**config.mk**
```make
export PLATFORM = sky130hd
export DESIGN_NAME = vend_arbiter
export DESIGN_NICKNAME = d
export VERILOG_FILES = /design/src/rtl/vend_pkg.sv /design/src/rtl/vend_rr_pick.sv /design/src/rtl/vend_arbiter.sv
export SDC_FILE = /design/constraint.sdc
export NUM_CORES = 1
export LEC_CHECK = 0
export ABC_AREA = 1
export CORE_UTILIZATION = 40
export CTS_BUF_LIST = sky130_fd_sc_hd__clkbuf_8
export CTS_CLUSTER_SIZE = 16
export DETAILED_ROUTE_END_ITERATION = 12
export PLACE_DENSITY = 0.69
export RECOVER_POWER = 25
export SETUP_SLACK_MARGIN = 0.1
export SLEW_MARGIN = 15
export SYNTH_ARGS = -nofsm -noshare
export SYNTH_HDL_FRONTEND = slang
export SYNTH_SLANG_ARGS = --single-unit
```
**constraint.sdc**
```tcl
create_clock -name clk -period 2.7 [get_ports clk]
set_input_delay 0.675 -clock clk [delete_from_list [all_inputs] [get_ports clk]]
set_output_delay 0.675 -clock clk [all_outputs]
set_load 0.01 [all_outputs]
```
**src/rtl/vend_pkg.sv**
```systemverilog
// Shared definitions for the vending-core arbiter.
//   - 3-bit state encoding of the session FSM
//   - datapath widths (item select, money, stock, internal credit)
//   - saturating credit arithmetic helpers
package vend_pkg;

  localparam int ITEM_W    = 2;
  localparam int MONEY_W   = 8;
  localparam int STOCK_W   = 4;
  localparam int NUM_ITEMS = 4;
  localparam int CREDIT_W  = MONEY_W + 1;

  localparam logic [2:0] ST_IDLE        = 3'd0;
  localparam logic [2:0] ST_SELECT      = 3'd1;
  localparam logic [2:0] ST_CHECK       = 3'd2;
  localparam logic [2:0] ST_COLLECT     = 3'd3;
  localparam logic [2:0] ST_WAIT_RESULT = 3'd4;
  localparam logic [2:0] ST_CANCEL      = 3'd5;
  localparam logic [2:0] ST_DONE        = 3'd6;

  localparam logic [CREDIT_W-1:0] CREDIT_MAX = CREDIT_W'(255);

  // credit + coin, saturating at 255 (the 9th bit only holds the carry)
  function automatic logic [CREDIT_W-1:0] sat_credit(input logic [CREDIT_W-1:0] credit,
                                                     input logic [MONEY_W-1:0]  coin);
    logic [CREDIT_W-1:0] sum;
    sum = credit + {1'b0, coin};
    return (sum > CREDIT_MAX) ? CREDIT_MAX : sum;
  endfunction

  function automatic logic [MONEY_W-1:0] clamp_money(input logic [CREDIT_W-1:0] credit);
    return (credit > CREDIT_MAX) ? MONEY_W'(255) : credit[MONEY_W-1:0];
  endfunction

endpackage

```
**src/rtl/vend_rr_pick.sv**
```systemverilog
// Combinational round-robin first-one finder.
//   i_req   : request vector
//   i_ptr   : index where the search starts (wraps around)
//   o_grant : one-hot of the first requester at or after i_ptr
//   o_idx   : binary index of that requester
//   o_found : at least one request present
module vend_rr_pick #(
  parameter int N  = 4,
  parameter int PW = $clog2(N)
) (
  input  logic [N-1:0]  i_req,
  input  logic [PW-1:0] i_ptr,
  output logic [N-1:0]  o_grant,
  output logic [PW-1:0] o_idx,
  output logic          o_found
);

  function automatic int wrap_idx(input int base, input int k);
    int j;
    j = base + k;
    if (j >= N) j = j - N;
    return j;
  endfunction

  // NOTE: every output gets a default before the loop so no path leaves it
  // unassigned; otherwise synthesis infers a latch.
  always_comb begin
    o_grant = '0;
    o_idx   = '0;
    o_found = 1'b0;
    for (int k = 0; k < N; k++) begin
      if (!o_found && i_req[wrap_idx(int'(i_ptr), k)]) begin
        o_found                              = 1'b1;
        o_grant[wrap_idx(int'(i_ptr), k)]    = 1'b1;
        o_idx                                = PW'(wrap_idx(int'(i_ptr), k));
      end
    end
  end

endmodule

```
**src/rtl/vend_arbiter.sv**
```systemverilog
// Shares one vending_machine core between NUM_PANELS front panels.
// One panel owns the core per session (round-robin), its select/coins/cancel
// are forwarded, and the result is returned to that panel only. Abandoned
// sessions are auto-cancelled by an idle timer and a result-wait timer.
//   clk, reset_n                      : clock, async active-low reset
//   p_req/p_item/p_coin/p_cancel      : per-panel inputs (panel i in lane i)
//   p_grant/p_done                    : one-hot owner / end-of-session pulse
//   p_dispensed/p_change              : session result, valid with p_done
//   vm_item_select/vm_money_in/vm_cancel : to the core
//   vm_dispense/vm_change/vm_money_needed/vm_stock : from the core
//   busy                              : FSM not idle
module vend_arbiter
  import vend_pkg::*;
#(
  parameter int NUM_PANELS     = 4,
  parameter int TIMEOUT_CYCLES = 64,
  parameter int RESULT_WAIT    = 4
) (
  input  logic                         clk,
  input  logic                         reset_n,
  input  logic [NUM_PANELS-1:0]        p_req,
  input  logic [ITEM_W*NUM_PANELS-1:0] p_item,
  input  logic [MONEY_W*NUM_PANELS-1:0] p_coin,
  input  logic [NUM_PANELS-1:0]        p_cancel,
  output logic [NUM_PANELS-1:0]        p_grant,
  output logic [NUM_PANELS-1:0]        p_done,
  output logic                         p_dispensed,
  output logic [MONEY_W-1:0]           p_change,
  output logic [ITEM_W-1:0]            vm_item_select,
  output logic [MONEY_W-1:0]           vm_money_in,
  output logic                         vm_cancel,
  input  logic                         vm_dispense,
  input  logic [MONEY_W-1:0]           vm_change,
  input  logic [MONEY_W-1:0]           vm_money_needed,
  input  logic [STOCK_W-1:0]           vm_stock,
  output logic                         busy
);

  localparam int PW = $clog2(NUM_PANELS);
  localparam int TW = $clog2(TIMEOUT_CYCLES) + 1;
  localparam int WW = $clog2(RESULT_WAIT) + 1;
  localparam logic [PW-1:0] LAST_PANEL = PW'(NUM_PANELS - 1);

  logic [2:0]            r_state, w_state_nxt;
  logic [PW-1:0]         r_owner, r_rr_ptr;
  logic [NUM_PANELS-1:0] r_grant;
  logic [ITEM_W-1:0]     r_item;
  logic [MONEY_W-1:0]    r_money_in, r_change;
  logic [CREDIT_W-1:0]   r_credit;
  logic [TW-1:0]         r_idle_tmr;
  logic [WW-1:0]         r_wait_tmr;
  logic                  r_cancel_cnt, r_coin_seen, r_dispensed;

  logic [NUM_PANELS-1:0] w_pick_grant;
  logic [PW-1:0]         w_pick_idx;
  logic                  w_pick_found;
  logic [MONEY_W-1:0]    w_own_coin;
  logic                  w_own_abort, w_accept_coin;

  vend_rr_pick #(.N(NUM_PANELS), .PW(PW)) u_pick (
    .i_req   (p_req),
    .i_ptr   (r_rr_ptr),
    .o_grant (w_pick_grant),
    .o_idx   (w_pick_idx),
    .o_found (w_pick_found)
  );

  // Owner lane selection; other panels' inputs never reach the core.
  assign w_own_coin  = p_coin[MONEY_W*int'(r_owner) +: MONEY_W];
  assign w_own_abort = p_cancel[r_owner] | ~p_req[r_owner];
  // A coin is taken only on cycles where the session stays in COLLECT, so a
  // coin arriving with cancel, dispense or full payment is neither forwarded
  // nor credited.
  assign w_accept_coin = (r_state == ST_COLLECT) && (w_state_nxt == ST_COLLECT);

  // ---------------- state register ----------------
  // NOTE: sequential state uses non-blocking assignments so every flop
  // samples pre-edge values regardless of process ordering.
  always_ff @(posedge clk or negedge reset_n) begin
    if (!reset_n) r_state <= ST_IDLE;
    else          r_state <= w_state_nxt;
  end

  // ---------------- next-state logic ----------------
  always_comb begin
    w_state_nxt = r_state;
    case (r_state)
      ST_IDLE:   if (w_pick_found) w_state_nxt = ST_SELECT;
      ST_SELECT: w_state_nxt = ST_CHECK;
      ST_CHECK:  w_state_nxt = (vm_stock == '0) ? ST_DONE : ST_COLLECT;
      ST_COLLECT: begin
        if (vm_dispense)                                 w_state_nxt = ST_DONE;
        else if (w_own_abort)                            w_state_nxt = ST_CANCEL;
        else if (r_coin_seen && vm_money_needed == '0)   w_state_nxt = ST_WAIT_RESULT;
        else if (w_own_coin == '0 &&
                 r_idle_tmr == TW'(TIMEOUT_CYCLES - 1))  w_state_nxt = ST_CANCEL;
      end
      ST_WAIT_RESULT: begin
        if (vm_dispense)                               w_state_nxt = ST_DONE;
        else if (r_wait_tmr == WW'(RESULT_WAIT - 1))   w_state_nxt = ST_CANCEL;
      end
      ST_CANCEL: if (r_cancel_cnt) w_state_nxt = ST_DONE;
      ST_DONE:   w_state_nxt = ST_IDLE;
      default:   w_state_nxt = ST_IDLE;
    endcase
  end

  // ---------------- session datapath ----------------
  // NOTE: every register here is reset; there is no storage array, so the
  // whole session context is cleared asynchronously and no refund survives.
  always_ff @(posedge clk or negedge reset_n) begin
    if (!reset_n) begin
      r_owner      <= '0;
      r_rr_ptr     <= '0;
      r_grant      <= '0;
      r_item       <= '0;
      r_money_in   <= '0;
      r_change     <= '0;
      r_credit     <= '0;
      r_idle_tmr   <= '0;
      r_wait_tmr   <= '0;
      r_cancel_cnt <= 1'b0;
      r_coin_seen  <= 1'b0;
      r_dispensed  <= 1'b0;
    end else begin
      r_money_in <= w_accept_coin ? w_own_coin : '0;
      if (w_accept_coin) begin
        r_credit   <= sat_credit(r_credit, w_own_coin);
        r_idle_tmr <= (w_own_coin != '0) ? '0 : r_idle_tmr + TW'(1);
        if (w_own_coin != '0) r_coin_seen <= 1'b1;
      end
      case (r_state)
        ST_IDLE: if (w_pick_found) begin
          r_owner <= w_pick_idx;
          r_grant <= w_pick_grant;
          r_item  <= p_item[ITEM_W*int'(w_pick_idx) +: ITEM_W];
        end
        ST_CHECK: begin
          r_dispensed <= 1'b0;
          r_change    <= '0;
        end
        ST_COLLECT, ST_WAIT_RESULT: begin
          if (vm_dispense) begin
            r_dispensed <= 1'b1;
            r_change    <= vm_change;
          end
          if (r_state == ST_WAIT_RESULT) r_wait_tmr <= r_wait_tmr + WW'(1);
        end
        ST_CANCEL: begin
          r_cancel_cnt <= ~r_cancel_cnt;
          r_dispensed  <= 1'b0;
          r_change     <= clamp_money(r_credit);
        end
        ST_DONE: begin
          r_grant      <= '0;
          r_item       <= '0;
          r_credit     <= '0;
          r_idle_tmr   <= '0;
          r_wait_tmr   <= '0;
          r_cancel_cnt <= 1'b0;
          r_coin_seen  <= 1'b0;
          r_dispensed  <= 1'b0;
          r_change     <= '0;
          r_rr_ptr     <= (r_owner == LAST_PANEL) ? '0 : r_owner + PW'(1);
        end
        default: ;
      endcase
    end
  end

  // ---------------- outputs ----------------
  assign p_grant        = r_grant;
  assign vm_item_select = r_item;
  assign vm_money_in    = r_money_in;

  always_comb begin
    p_done      = '0;
    p_dispensed = 1'b0;
    p_change    = '0;
    vm_cancel   = 1'b0;
    busy        = (r_state != ST_IDLE);
    if (r_state == ST_DONE) begin
      p_done      = r_grant;
      p_dispensed = r_dispensed;
      p_change    = r_change;
    end
    if (r_state == ST_CANCEL) vm_cancel = 1'b1;
  end

endmodule

```
==> flow_metrics.py <==
metrics = {
    "floorplan": {
        "start_util_pct": 41.3,
        "fp.dieArea_sq_um": 9390,
        "coreArea_sq_um": 8720,
        "die_y_um": 96.9,
        "die_w_um": 96.9,
        "io_pins": 100,
        "num_rows": 34,
    },
    "sta": {
        "final_hold_viol_count": 0,
        "worstMarginPinSlew_ps": 1280,
        "layout_min_cycle_time_ps": 2600,
        "whs_ps": 496,
        "fin_skew_ps": 12.0,
        "finalSetupViolations": 0,
        "slew_headroom_pct": 15.0,
        "drv_slew": 0,
        "fmax_ghz": 0.384,
        "rsz0062_at_grt": "true",
        "timing.final.crit_share_pct": 96.4,
    },
    "clock_tree": {
        "clk_pin_slew_ps": 90,
        "cts_tree": "built",
        "cts-root-buf": "clkbuf_8",
        "clock_latency_ps": 310,
        "cts_made_buffers": 5,
        "h-tree-depth": 2,
        "cts.sinks": 51,
        "hold_buffers": 0,
        "ctsLongestPathBuffers": 2,
    },
    "detailed_routing": {
        "drcViolationCount": 0,
        "routed_via_density": 4.96,
        "drtPass1Iterations": 5,
        "drt_iter0_markers": 208,
        "routed_wl_um": 10000,
        "vias": 3847,
        "ant_nets": 0,
        "post_drt_wl_per_cell_um": 12.9,
    },
    "synth": {
        "syn_nets": 616,
        "ys_ff_latch": 51,
        "synth_area_sq_um": 3600,
        "seq_area_frac_synth_pct": 35.4,
        "synthDistinctLibCells": 34,
        "synthCells": 528,
        "yosysWarnings": 0,
        "avgSynthCellArea_sq_um": 6.82,
    },
    "setup_path": {
        "crit_path_max_fanout": 8,
        "crit_arrival_ps": 1930,
        "start_kind": "flop",
        "cp_data_required_time_ps": 2030,
        "crit_type": "flop to output pin",
        "regToRegStartpoint": "r_owner[0]$_DFFE_PN0P_",
        "critPathCaptureType": "output pin",
        "crit_start": "r_state[1]$_DFF_PN0_",
    },
    "placed_design": {
        "port_buffers": 99,
        "gp_congestion": 0.940,
        "dp_cells": 749,
        "dp_hpwl_um": 7510,
    },
    "global_route": {
        "antenna_found_initial": 0,
        "grt_pass1_wl_um": 17300,
        "grt-ovfl-total": 0,
        "grt_use_total_pct": 22.1,
        "grt_pass1_vias": 3810,
        "grt_max_degree": 52,
    },
    "final_layout": {
        "fin_nets": 755,
        "area_growth_pct": 43.5,
        "fillers": 794,
        "instances_no_fill": 776,
        "diodes": 0,
        "drive_gt1_share_pct": 14.2,
    },
    "power": {
        "leakage_nw": 2.67,
        "ir_drop_mv": 0.436,
        "pwr_density_cell_nw_per_um2": 974,
    },
    "hold_path": {
        "min_from": "r_coin_seen$_DFFE_PN0P_",
        "hold_class": "flop to flop",
    },
    "run": {
        "drv_cap": 0,
    },
    "run_status": {
        "outcome": "finished clean",
    },
}
state kept, by name, indices dropped and copies added (netlist names):
name	flops
r_idle_tmr	7
r_credit	9
r_cancel_cnt	1
r_state	3
r_rr_ptr	2
r_change	8
r_dispensed	1
r_wait_tmr	3
r_owner	2
vm_money_in	8
p_grant	4
vm_item_select	2
r_coin_seen	1
metal layers:
metal  routed length, um  vias up  global-route usage [%]
li1                    -     1972                       -
met1                4520     1731                    28.4
met2                4840      131                    38.9
met3                 499       13                    3.03
met4                 147        0                    5.51
met5                   0        -                       0
kinds of logic after synthesis:
group                      synth area share [%]
AOI/OAI and AO/OA                          10.7
xor gates and xnor gates                   2.19
buffers and inverters                      10.6
and+or+nand+nor                            35.0
adders and majority gates                  6.11
DFF                                        35.4
area by class of cell:
cell class              instances  area, sq um  area share, %
clock buffers                   5         68.8           1.33
clock inverters                 3         47.5          0.919
inverters                      75          290           5.61
multi-input cells             389         2010           38.9
flip-flops and latches         51         1280           24.7
well taps                     108          135           2.61
repair buffers                144         1330           25.8
repair inverters                1         7.51          0.145
layout by cell type (no fill, tap or decap), drive strengths merged:
cell | netlist | final
a21oi | 22 | 22
a22o | 1 | 1
a31oi | 9 | 9
buf | 11 | 45
bufinv | 0 | 1
clkbuf | 2 | 6
clkdlybuf4s50 | 0 | 86
clkinv | 2 | 4
clkinvlp | 0 | 1
dfrtp | 51 | 51
dlygate4sd2 | 0 | 8
dlymetal6s2s | 0 | 4
fa | 1 | 1
ha | 16 | 16
inv | 73 | 73
nand2 | 157 | 157
nand3 | 61 | 61
nand3b | 2 | 2
nand4 | 4 | 4
nor2 | 63 | 63
nor3 | 7 | 7
nor3b | 2 | 2
o2111ai | 1 | 1
o21ai | 28 | 28
o21bai | 1 | 1
o22ai | 4 | 4
o31ai | 1 | 1
xnor2 | 3 | 3
xor2 | 6 | 6
metrics by stage:
stage	power, mW	instance area (sq um)	setup TNS, ps	utilization [%]	worst slack, ps
3_5_place_dp	4.20	4830	-2840	55.4	-379
4_1_cts	4.89	5070	0	58.2	72.3
6_report	5.04	5170	0	59.3	96.0
3_3_place_gp	4.12	4830	-2280	55.4	-307
2_1_floorplan	3.21	3600	0	-	112
5_1_grt	5.56	5170	0	59.3	16.3
worst paths after layout:
check	to	slack (ps)	cells past startpoint
min reg2reg	r_coin_seen$_DFFE_PN0P_	500	2
min	r_coin_seen$_DFFE_PN0P_	500	2
min in group asynchronous	r_credit[6]$_DFFE_PN0P_	720	2
max in group asynchronous	r_owner[0]$_DFFE_PN0P_	1130	2
max	p_done[1]	100	7
max reg2reg	r_credit[2]$_DFFE_PN0P_	290	19
Yosys cell counts (all sizes together):
| cell type | instances | area share, % |
|---|---|---|
| nand2 | 157 | 16 |
| inv | 73 | 7.7 |
| nor2 | 63 | 6.9 |
| nand3 | 61 | 8.9 |
| dfrtp | 51 | 35 |
| o21ai | 28 | 4.5 |
| a21oi | 22 | 3.1 |
| ha | 16 | 5.6 |
| buf | 11 | 2.5 |
| a31oi | 9 | 1.6 |
| nor3 | 7 | 0.97 |
| xor2 | 6 | 1.5 |
| nand4 | 4 | 0.87 |
| o22ai | 4 | 0.69 |
| xnor2 | 3 | 0.73 |
| clkbuf | 2 | 0.21 |
| clkinv | 2 | 0.21 |
| nand3b | 2 | 0.42 |
| nor3b | 2 | 0.42 |
| a22o | 1 | 0.24 |
| fa | 1 | 0.56 |
| o2111ai | 1 | 0.24 |
| o21bai | 1 | 0.21 |
| o31ai | 1 | 0.21 |
what timing repair did:
| item | 4_1_cts | 5_1_grt |
|---|---|---|
| gates resized for setup | 23 | 13 |
| endpoints found under the setup margin | 21 | 19 |
| setup buffers | 12 | 6 |
| cloned | 1 | 0 |
| pin swaps | 10 | 7 |
worst max-delay path, stage by stage, from the launching register on:
cell	delay [ps]
dfrtp_1	380
inv_1	80
nor2_2	130
clkinv_2	110
nor2_4	150
inv_2	120
nor2_1	110
clkdlybuf4s50_1	540
power by group:
part / switching [mW] / leakage [nW] / internal (mW)
Clock: 0.270 / 0.0587 / 0.281
Sequential: 0.184 / 0.664 / 0.993
Combinational: 1.88 / 1.94 / 1.43
(Power assumes the default switching activity.)
